`src/rtl/gpio_pwm_ctrl.sv`:
```
// gpio_pwm_ctrl: memory-mapped GPIO controller with PWM channels on the low pins.
// Period/duty writes land in shadow registers and are applied at the period wrap.
// Optional feature macro GPIO_IRQ_EN: builds edge detection, IRQ_EN/IRQ_STAT/IRQ_EDGE
// registers and the irq output; without it those offsets read 0 and irq is tied low.
module gpio_pwm_ctrl #(
    parameter int unsigned WIDTH  = 32,
    parameter int unsigned PWM_CH = 4,
    parameter int unsigned PWM_W  = 16
) (
    input  logic             clk,
    input  logic             rst_n,
    input  logic             read,
    input  logic             write,
    input  logic [31:0]      address,
    input  logic [31:0]      write_data,
    output logic [31:0]      read_data,
    output logic             response,
    input  logic [WIDTH-1:0] gpio_i,
    output logic [WIDTH-1:0] gpio_o,
    output logic [WIDTH-1:0] gpio_oe,
    output logic             irq
);
    // Channels beyond the pin count have nowhere to drive.
    localparam int unsigned NPIN = (PWM_CH < WIDTH) ? PWM_CH : WIDTH;

    localparam logic [5:0] WordDir     = 6'h00;
    localparam logic [5:0] WordOut     = 6'h01;
    localparam logic [5:0] WordIn      = 6'h02;
    localparam logic [5:0] WordPwmEn   = 6'h03;
    localparam logic [5:0] WordIrqEn   = 6'h04;
    localparam logic [5:0] WordIrqStat = 6'h05;
    localparam logic [5:0] WordRise    = 6'h06;
    localparam logic [5:0] WordFall    = 6'h07;
    localparam logic [5:0] WordPeriod  = 6'h08;
    localparam logic [5:0] WordDuty    = 6'h10;

    logic [5:0]        word;
    logic              wr_en;
    logic              rd_en;
    logic              unused_addr;

    logic [WIDTH-1:0]  dir_q;
    logic [WIDTH-1:0]  out_q;
    logic [WIDTH-1:0]  sync1_q;
    logic [WIDTH-1:0]  sync2_q;
    logic [PWM_CH-1:0] pwm_en_q;

    logic [PWM_W-1:0]  per_sh_q   [PWM_CH];
    logic [PWM_W-1:0]  duty_sh_q  [PWM_CH];
    logic [PWM_W-1:0]  per_act_q  [PWM_CH];
    logic [PWM_W-1:0]  duty_act_q [PWM_CH];
    logic [PWM_W-1:0]  cnt_q      [PWM_CH];

    logic [PWM_CH-1:0] wrap;
    logic [PWM_CH-1:0] load;
    logic [PWM_CH-1:0] pwm;

    logic [WIDTH-1:0]  pin_o_d;
    logic [WIDTH-1:0]  pin_oe_d;
    logic [31:0]       rd_d;

    logic [31:0]       read_data_q;
    logic              response_q;
    logic [WIDTH-1:0]  gpio_o_q;
    logic [WIDTH-1:0]  gpio_oe_q;

    assign word        = address[7:2];
    assign wr_en       = write;
    // A simultaneous write wins; the read then returns 0.
    assign rd_en       = read & ~write;
    assign unused_addr = ^{address[31:8], address[1:0]};

`ifdef GPIO_IRQ_EN
    logic [WIDTH-1:0] irq_en_q;
    logic [WIDTH-1:0] irq_stat_q;
    logic [WIDTH-1:0] rise_q;
    logic [WIDTH-1:0] fall_q;
    logic [WIDTH-1:0] sync3_q;
    logic [WIDTH-1:0] edge_set;
    logic [WIDTH-1:0] stat_clr;
    logic             irq_q;

    assign edge_set = (sync2_q & ~sync3_q & rise_q) | (~sync2_q & sync3_q & fall_q);
    assign stat_clr = (wr_en && word == WordIrqStat) ? write_data[WIDTH-1:0] : '0;

    // Interrupt registers; a new edge beats a same-cycle write-1-to-clear.
    always_ff @(posedge clk) begin
        if (!rst_n) begin
            irq_en_q   <= '0;
            irq_stat_q <= '0;
            rise_q     <= '0;
            fall_q     <= '0;
            sync3_q    <= '0;
            irq_q      <= 1'b0;
        end else begin
            sync3_q    <= sync2_q;
            if (wr_en && word == WordIrqEn) irq_en_q <= write_data[WIDTH-1:0];
            if (wr_en && word == WordRise)  rise_q   <= write_data[WIDTH-1:0];
            if (wr_en && word == WordFall)  fall_q   <= write_data[WIDTH-1:0];
            irq_stat_q <= (irq_stat_q & ~stat_clr) | edge_set;
            irq_q      <= |(irq_stat_q & irq_en_q);
        end
    end

    assign irq = irq_q;
`else
    assign irq = 1'b0;
`endif

    // Two-flop input synchroniser.
    always_ff @(posedge clk) begin
        if (!rst_n) begin
            sync1_q <= '0;
            sync2_q <= '0;
        end else begin
            sync1_q <= gpio_i;
            sync2_q <= sync1_q;
        end
    end

    // Bus-writable control registers and period/duty shadows.
    always_ff @(posedge clk) begin
        if (!rst_n) begin
            dir_q    <= '0;
            out_q    <= '0;
            pwm_en_q <= '0;
            for (int c = 0; c < PWM_CH; c++) begin
                per_sh_q[c]  <= '0;
                duty_sh_q[c] <= '0;
            end
        end else if (wr_en) begin
            case (word)
                WordDir:   dir_q    <= write_data[WIDTH-1:0];
                WordOut:   out_q    <= write_data[WIDTH-1:0];
                WordPwmEn: pwm_en_q <= write_data[PWM_CH-1:0];
                default:   ;
            endcase
            for (int c = 0; c < PWM_CH; c++) begin
                if (word == WordPeriod + 6'(c)) per_sh_q[c]  <= write_data[PWM_W-1:0];
                if (word == WordDuty + 6'(c))   duty_sh_q[c] <= write_data[PWM_W-1:0];
            end
        end
    end

    // Per-channel wrap/load decisions and raw PWM level.
    always_comb begin
        for (int c = 0; c < PWM_CH; c++) begin
            wrap[c] = (cnt_q[c] == per_act_q[c] - PWM_W'(1));
            // Idle or zero-period channels track their shadows every cycle.
            load[c] = !pwm_en_q[c] || (per_act_q[c] == '0) || wrap[c];
            pwm[c]  = (per_act_q[c] != '0) && (cnt_q[c] < duty_act_q[c]);
        end
    end

    // PWM counters and active period/duty.
    always_ff @(posedge clk) begin
        if (!rst_n) begin
            for (int c = 0; c < PWM_CH; c++) begin
                per_act_q[c]  <= '0;
                duty_act_q[c] <= '0;
                cnt_q[c]      <= '0;
            end
        end else begin
            for (int c = 0; c < PWM_CH; c++) begin
                if (load[c]) begin
                    per_act_q[c]  <= per_sh_q[c];
                    duty_act_q[c] <= duty_sh_q[c];
                end
                cnt_q[c] <= load[c] ? '0 : cnt_q[c] + PWM_W'(1);
            end
        end
    end

    // Pin mux: enabled PWM channels take over their pin, others follow DIR/OUT.
    always_comb begin
        pin_o_d  = out_q;
        pin_oe_d = dir_q;
        for (int c = 0; c < NPIN; c++) begin
            if (pwm_en_q[c]) begin
                pin_oe_d[c] = 1'b1;
                pin_o_d[c]  = pwm[c];
            end
        end
    end

    // Read mux; unmapped words and unused upper bits return 0.
    always_comb begin
        rd_d = '0;
        case (word)
            WordDir:     rd_d[WIDTH-1:0]  = dir_q;
            WordOut:     rd_d[WIDTH-1:0]  = out_q;
            WordIn:      rd_d[WIDTH-1:0]  = sync2_q;
            WordPwmEn:   rd_d[PWM_CH-1:0] = pwm_en_q;
`ifdef GPIO_IRQ_EN
            WordIrqEn:   rd_d[WIDTH-1:0]  = irq_en_q;
            WordIrqStat: rd_d[WIDTH-1:0]  = irq_stat_q;
            WordRise:    rd_d[WIDTH-1:0]  = rise_q;
            WordFall:    rd_d[WIDTH-1:0]  = fall_q;
`endif
            default:     ;
        endcase
        for (int c = 0; c < PWM_CH; c++) begin
            if (word == WordPeriod + 6'(c)) rd_d[PWM_W-1:0] = per_sh_q[c];
            if (word == WordDuty + 6'(c))   rd_d[PWM_W-1:0] = duty_sh_q[c];
        end
    end

    // Registered bus response and pad outputs.
    always_ff @(posedge clk) begin
        if (!rst_n) begin
            response_q  <= 1'b0;
            read_data_q <= '0;
            gpio_o_q    <= '0;
            gpio_oe_q   <= '0;
        end else begin
            response_q  <= read | write;
            read_data_q <= rd_en ? rd_d : '0;
            gpio_o_q    <= pin_o_d;
            gpio_oe_q   <= pin_oe_d;
        end
    end

    assign response  = response_q;
    assign read_data = read_data_q;
    assign gpio_o    = gpio_o_q;
    assign gpio_oe   = gpio_oe_q;

endmodule

```
`config.mk`:
```
export PLATFORM = sky130hd
export DESIGN_NAME = gpio_pwm_ctrl
export DESIGN_NICKNAME = d
export VERILOG_FILES = /design/src/rtl/gpio_pwm_ctrl.sv
export SDC_FILE = /design/constraint.sdc
export NUM_CORES = 1
export LEC_CHECK = 0
export CORE_MARGIN = 2
export CORE_UTILIZATION = 42
export CTS_CLUSTER_DIAMETER = 100
export DETAILED_ROUTE_END_ITERATION = 8
export PLACE_DENSITY = 0.68
export SYNTH_ARGS = -nofsm -noshare
export SYNTH_HDL_FRONTEND = slang
export SYNTH_SLANG_ARGS = --single-unit
```
`constraint.sdc`:
```
create_clock -name clk -period 7.85 [get_ports clk]
set_input_delay 1.1775 -clock clk [delete_from_list [all_inputs] [get_ports clk]]
set_output_delay 1.1775 -clock clk [all_outputs]
set_load 0.05 [all_outputs]
```
==> flow_summary.yaml, run 1 <==
outcome:
  outcome: "finished, final reports clean"
power:
  irDropWorstVdd_uv: 185
  clkPwrFrac_pct: 43.6
  pwr-share-seq_pct: 50.3
  switching_share_pct: 23.0
  p_sw_mw: 1.44
  p_int_mw: 4.83
  power.density_mw_per_mm2: 217
  p_leak_nw: 11.3
  p_total_mw: 6.27
  combinationalPowerShare_pct: 6.1
clock_tree:
  cts.sinks: 549
  cts_buffers: 56
  clk_path_buf_depth: 3
  cts_hold_buf: 0
  cts.repair.resized: 0
  cts-root-buf: "clkbuf_16"
  ctsHtreeMaxLevel: 2
  cts_setup_buffers: 0
  clk_pin_slew_ns: 0.06
  clkLatencyLatePin_ns: 0.62
  tritoncts: "yes"
synth:
  synth-warning-count: 0
  synth_edf_count: 256
  synth.largest_area_cell: "edfxtp_1"
  synth_nets: 2574
  synth_async_sr_flop_share_pct: 0
  syn_area_mm2: 0.0247
  ys_seq_area_share_pct: 55.0
  yosys_register_bits: 549
  synthFlopType: "dfxtp_1"
  synth_area_leaders: "edfxtp_1 31%, dfxtp_1 24%, and2_1 7.3%"
  ys_top_cells_by_count: "293 x dfxtp_1, 287 x and2_1, 256 x edfxtp_1, 227 x nand2_1, 216 x nor2_1"
  synth.most_common_cell: "dfxtp_1"
  synthDistinctLibCells: 86
  synthesis.instances: 2406
  post_synth.cell_area_avg_um2: 10.3
  synth_top_cell_area_share_pct: 31.2
worst_setup_path:
  crit_required_ns: 7.85
  slowest_delay_ns: 0.92
  cp_cell_sequence: "inv_1 -> ha_1 -> or4b_4 -> nor4_4 -> xor2_1 -> o31ai_1 -> o2111ai_2 -> buf_4 -> nand3_2"
  r2r_cells: 9
  crit_end: "per_act_q[2][1]"
  crit_type: "reg2reg"
  r2r_slack_ns: 3.71
  worstPathArrival_ns: 4.14
  crit_path_end_kind: "register"
  slowest_stage: "nand3_2"
  startpoint: "per_act_q[2][0]"
  reg2reg_from: "per_act_q[2][0]"
  reg2reg_to: "per_act_q[2][1]"
  crit_fanout: 48
  worstSetupStartpointType: "register"
routing:
  first_iter_violations: 1567
  viasPerCell: 5.41
  wl_per_cell_um: 19.5
  vias: 18100
  first_pass_iters: 7
  ant_nets: 0
  wl_mm: 65.4
  drc_errors: 0
sta:
  setup_violations: 0
  setup_ws_ns: 3.71
  layout_min_cycle_time_ns: 4.14
  timing.final.crit_share_pct: 52.7
  maxSlewViolCount: 0
  worst_pin_slew_ns: 1.28
  rsz0062_at_grt: "false"
  fin_tns_setup_ns: 0
  max_slew_margin_pct: 14.0
  hold_ws_ns: 0.432
  skew_ns: 0.0330
  clock.fmax_ghz: 0.242
  finalHoldViolCount: 0
place:
  placed_cells: 3239
  pre_cts_ws_ns: 3.43
  port_buffers: 170
  dpl.hpwl_mm: 46.1
  place_congestion: 1.00
  dpl_cell_area_mm2: 0.0270
global_route:
  grt_pass1_vias: 17600
  grt_start_max_net_pins: 88
  grtUsageTotal_pct: 21.4
  grt_pass1_wl_mm: 102
  grt_overflow_total: 0
  antenna_found_initial: 3
worst_hold_path:
  hold_path_class: "reg2reg"
cells_and_area:
  drive_gt1_share_pct: 6.20
  syn_to_final_growth_pct: 17.3
  fin_area_mm2: 0.0289
  final_nets: 2701
  final_util_pct: 50.0
  fillers: 5283
  fin_cells: 3346
  seq_area_mm2: 0.0136
  multi_input_area_mm2: 0.0102
die:
  rows: 88
  dieArea_mm2: 0.0607
  die_x_um: 246
  start_util_pct: 42.6
  die-height_um: 246
  ios: 198
  core_area_mm2: 0.0579
job:
  cap_viol_max_count: 0
-- power groups by stage --
stage | combinational [mW] | sequential, mW | clock, mW
finish | 0.384 | 3.15 | 2.74
floorplan | 0.242 | 3.19 | 0
global route | 0.420 | 3.16 | 2.89
global placement | 0.371 | 3.21 | 0
detailed placement | 0.379 | 3.21 | 0
CTS | 0.381 | 3.15 | 2.78
-- registers in the layout, indices dropped and copies added, names as in the netlist --
register,count
sync2_q,32
cnt_q,64
gpio_o,32
per_act_q,64
duty_act_q,64
out_q,32
sync1_q,32
pwm_en_q,4
per_sh_q,64
duty_sh_q,64
gpio_oe,32
response,1
dir_q,32
read_data,32
-- how the worst min path moves through the flow --
stage	from	endpoint	cells after the start
finish	sync1_q[16]	sync2_q[16]	1
global route	sync1_q[18]	sync2_q[18]	1
CTS	sync1_q[16]	sync2_q[16]	1
detailed placement	sync1_q[16]	sync2_q[16]	1
global placement	sync1_q[15]	sync2_q[15]	1
floorplan	sync1_q[0]	sync2_q[0]	1
-- kinds of logic after synthesis --
kind of cell | share of synthesized area (%)
AO/OA/AOI/OAI | 9.85
XOR/XNOR | 4.90
adder cells (fa/ha/maj) | 3.45
buffers and inverters | 3.99
flip-flops | 55.0
multiplexers | 1.98
other | 0.0152
AND/OR/NAND/NOR | 20.9
-- per-layer routing --
metal	vias to the layer above	GRT usage [%]	wire, um
met5	-	0	24
met4	4	6.79	1930
met3	104	5.16	5260
met2	635	34.8	30300
met1	8754	28.2	27900
li1	8612	-	-
-- cell usage in the layout (no fill, tap or decap), types with 22 or more instances in the layout --
master and instances:
a21oi_1 145, and2_1 287, and3_1 34, buf_4 26, clkbuf_16 57, clkdlybuf4s50_1 167, dfxtp_1 293, edfxtp_1 256
ha_1 68, inv_1 119, mux2i_1 42, nand2_1 227, nand3_1 56, nand4_1 27, nor2_1 216, nor2b_1 22
nor3_1 24, o21ai_0 43, xnor2_1 72, xor2_1 66
-- layout make-up --
class / instances / share of cell area (%)
clock buffers: 80 / 5.54
multi-input cells: 1609 / 35.2
well taps: 765 / 3.31
diodes: 1 / 0.00865
flip-flops and latches: 549 / 46.8
repair buffers: 197 / 6.58
clock inverters: 25 / 1.00
inverters: 120 / 1.56
-- critical path, delay by kind of cell (launching register included) --
family / cells / cell delay [ns]
and+or+nand+nor: 3 / 1.84
DFF: 1 / 0.45
buffers and inverters: 2 / 0.45
AOI/OAI and AO/OA: 2 / 0.30
adders and majority gates: 1 / 0.26
xor gates and xnor gates: 1 / 0.21
No activity file was read; power rests on OpenSTA's default activity.
==> inputs of run 2 (changes only) <==
- clock period: 7.85 -> 3.9 ns (I/O delays scaled with it)
==> run 2 against run 1 <==
Net effect: sequential cell count did not move; clock-buffer cell count fell by 4; core utilization rose by 0.27 points; die area did not move; non-clock buffer count rose by 26; hold slack improved by 0.00084 ns; first-iteration DRC count fell by 8.9%.
==> flow_summary.yaml, run 2 (same netlist as run 1, synthesis figures left out) <==
routing:
  first_iter_violations: 1428
  wl_per_cell_um: 19.6
  viasPerCell: 5.35
  wl_mm: 66.0
  drc_errors: 0
  vias: 18000
  first_pass_iters: 7
  ant_nets: 0
power:
  irDropWorstVdd_uv: 341
  p_leak_nw: 11.4
  switching_share_pct: 22.8
  clkPwrFrac_pct: 42.7
  p_int_mw: 9.62
  p_sw_mw: 2.84
  pwr-share-seq_pct: 51.0
  p_total_mw: 12.5
  power.density_mw_per_mm2: 428
  combinationalPowerShare_pct: 6.3
clock_tree:
  tritoncts: "yes"
  clkLatencyLatePin_ns: 0.61
  cts.sinks: 549
  cts-root-buf: "clkbuf_16"
  cts_buffers: 55
  cts_setup_buffers: 0
  clk_path_buf_depth: 3
  clk_pin_slew_ns: 0.06
  cts_hold_buf: 0
  ctsHtreeMaxLevel: 2
  cts.repair.resized: 0
cells_and_area:
  fillers: 5174
  fin_area_mm2: 0.0291
  final_nets: 2726
  final_common_cell: "dfxtp_1"
  fin_cells: 3369
  final_cell_mix: "293 x dfxtp_1, 287 x and2_1, 256 x edfxtp_1, 227 x nand2_1, 216 x nor2_1"
  seq_area_mm2: 0.0136
  final_util_pct: 50.2
  multi_input_area_mm2: 0.0102
  syn_to_final_growth_pct: 17.9
  drive_gt1_share_pct: 6.95
die:
  die_x_um: 246
  dieArea_mm2: 0.0607
  die-height_um: 246
  core_area_mm2: 0.0579
  ios: 198
  start_util_pct: 42.6
  rows: 88
sta:
  timing.final.crit_share_pct: 88.2
  clock.fmax_ghz: 0.291
  rsz0062_at_grt: "false"
  hold_ws_ns: 0.433
  fin_tns_setup_ns: 0
  setup_ws_ns: 0.460
  layout_min_cycle_time_ns: 3.44
  maxSlewViolCount: 0
  worst_pin_slew_ns: 0.918
  finalHoldViolCount: 0
  skew_ns: 0.0178
  setup_violations: 0
  max_slew_margin_pct: 38.6
worst_setup_path:
  crit_path_end_kind: "register"
  r2r_slack_ns: 0.46
  crit_fanout: 48
  reg2reg_from: "per_act_q[1][0]"
  slowest_delay_ns: 0.68
  r2r_cells: 9
  crit_type: "reg2reg"
  cp_cell_sequence: "inv_1 -> ha_1 -> or4b_1 -> or4b_4 -> and2_1 -> a211oi_2 -> nand4_1 -> o211ai_4 -> buf_12"
  crit_family: "simple AND/OR/NAND/NOR gates"
  worstSetupStartpointType: "register"
  reg2reg_to: "per_act_q[1][6]"
  worstPathArrival_ns: 3.72
  slowest_stage: "or4b_1"
  crit_required_ns: 4.18
  crit_buf_inv: 2
worst_hold_path:
  min_path_cells: 1
  hold_path_class: "reg2reg"
  hold_path_end: "sync2_q[20]"
  hold_start: "sync1_q[20]"
global_route:
  grtUsageTotal_pct: 21.7
  antenna_found_initial: 2
  grt_pass1_wl_mm: 103
  grt_start_max_net_pins: 61
  grt_overflow_total: 0
  grt_pass1_vias: 17900
place:
  place_congestion: 0.906
  port_buffers: 170
  pre_cts_ws_ns: 0.495
  dpl.hpwl_mm: 47.5
  placed_cells: 3266
  dpl_cell_area_mm2: 0.0273
job:
  cap_viol_max_count: 0
outcome:
  outcome: "finished, final reports clean"
run 2: cell types whose count changed in the layout (fill, tap and decap cells not counted), sizes merged:
cell      change
clkbuf        -4
buf          +26
inv           -2
clkinvlp      +2
clkinv        +1
run 2: final cells by class:
cell class              count  area share [%]
flip-flops and latches    549            46.6
clock inverters            26           0.972
multi-input cells        1609            34.9
inverters                 120            1.55
clock buffers              76            5.28
diodes                      1         0.00860
well taps                 765            3.29
repair buffers            223            7.36
run 2: power by group through the flow:
stage	Combinational, mW	Clock [mW]	Sequential [mW]
floorplan	0.487	0	6.42
global placement	0.756	0	6.47
detailed placement	0.775	0	6.47
CTS	0.780	5.42	6.35
global route	0.853	5.65	6.37
finish	0.780	5.32	6.35
run 2: per-layer routing:
layer | GRT usage (%) | share of wire [%] | vias to the layer above
met5 | 0 | 0.020 | -
met4 | 7.51 | 3.3 | 2
met3 | 5.24 | 7.8 | 109
met2 | 35.3 | 46 | 607
met1 | 28.4 | 43 | 8681
li1 | - | - | 8639
run 2: worst max path at each step:
stage	startpoint	slack, ns	end	cells after the start
2_1_floorplan	per_act_q[3][0]	0.006	duty_act_q[3][0]	11
3_3_place_gp	per_act_q[1][0]	0.52	duty_act_q[1][0]	9
3_5_place_dp	per_act_q[1][0]	0.50	duty_act_q[1][11]	10
4_1_cts	per_act_q[1][0]	0.46	per_act_q[1][11]	9
5_1_grt	per_act_q[1][0]	0.26	per_act_q[1][9]	10
6_report	per_act_q[1][0]	0.46	per_act_q[1][6]	9
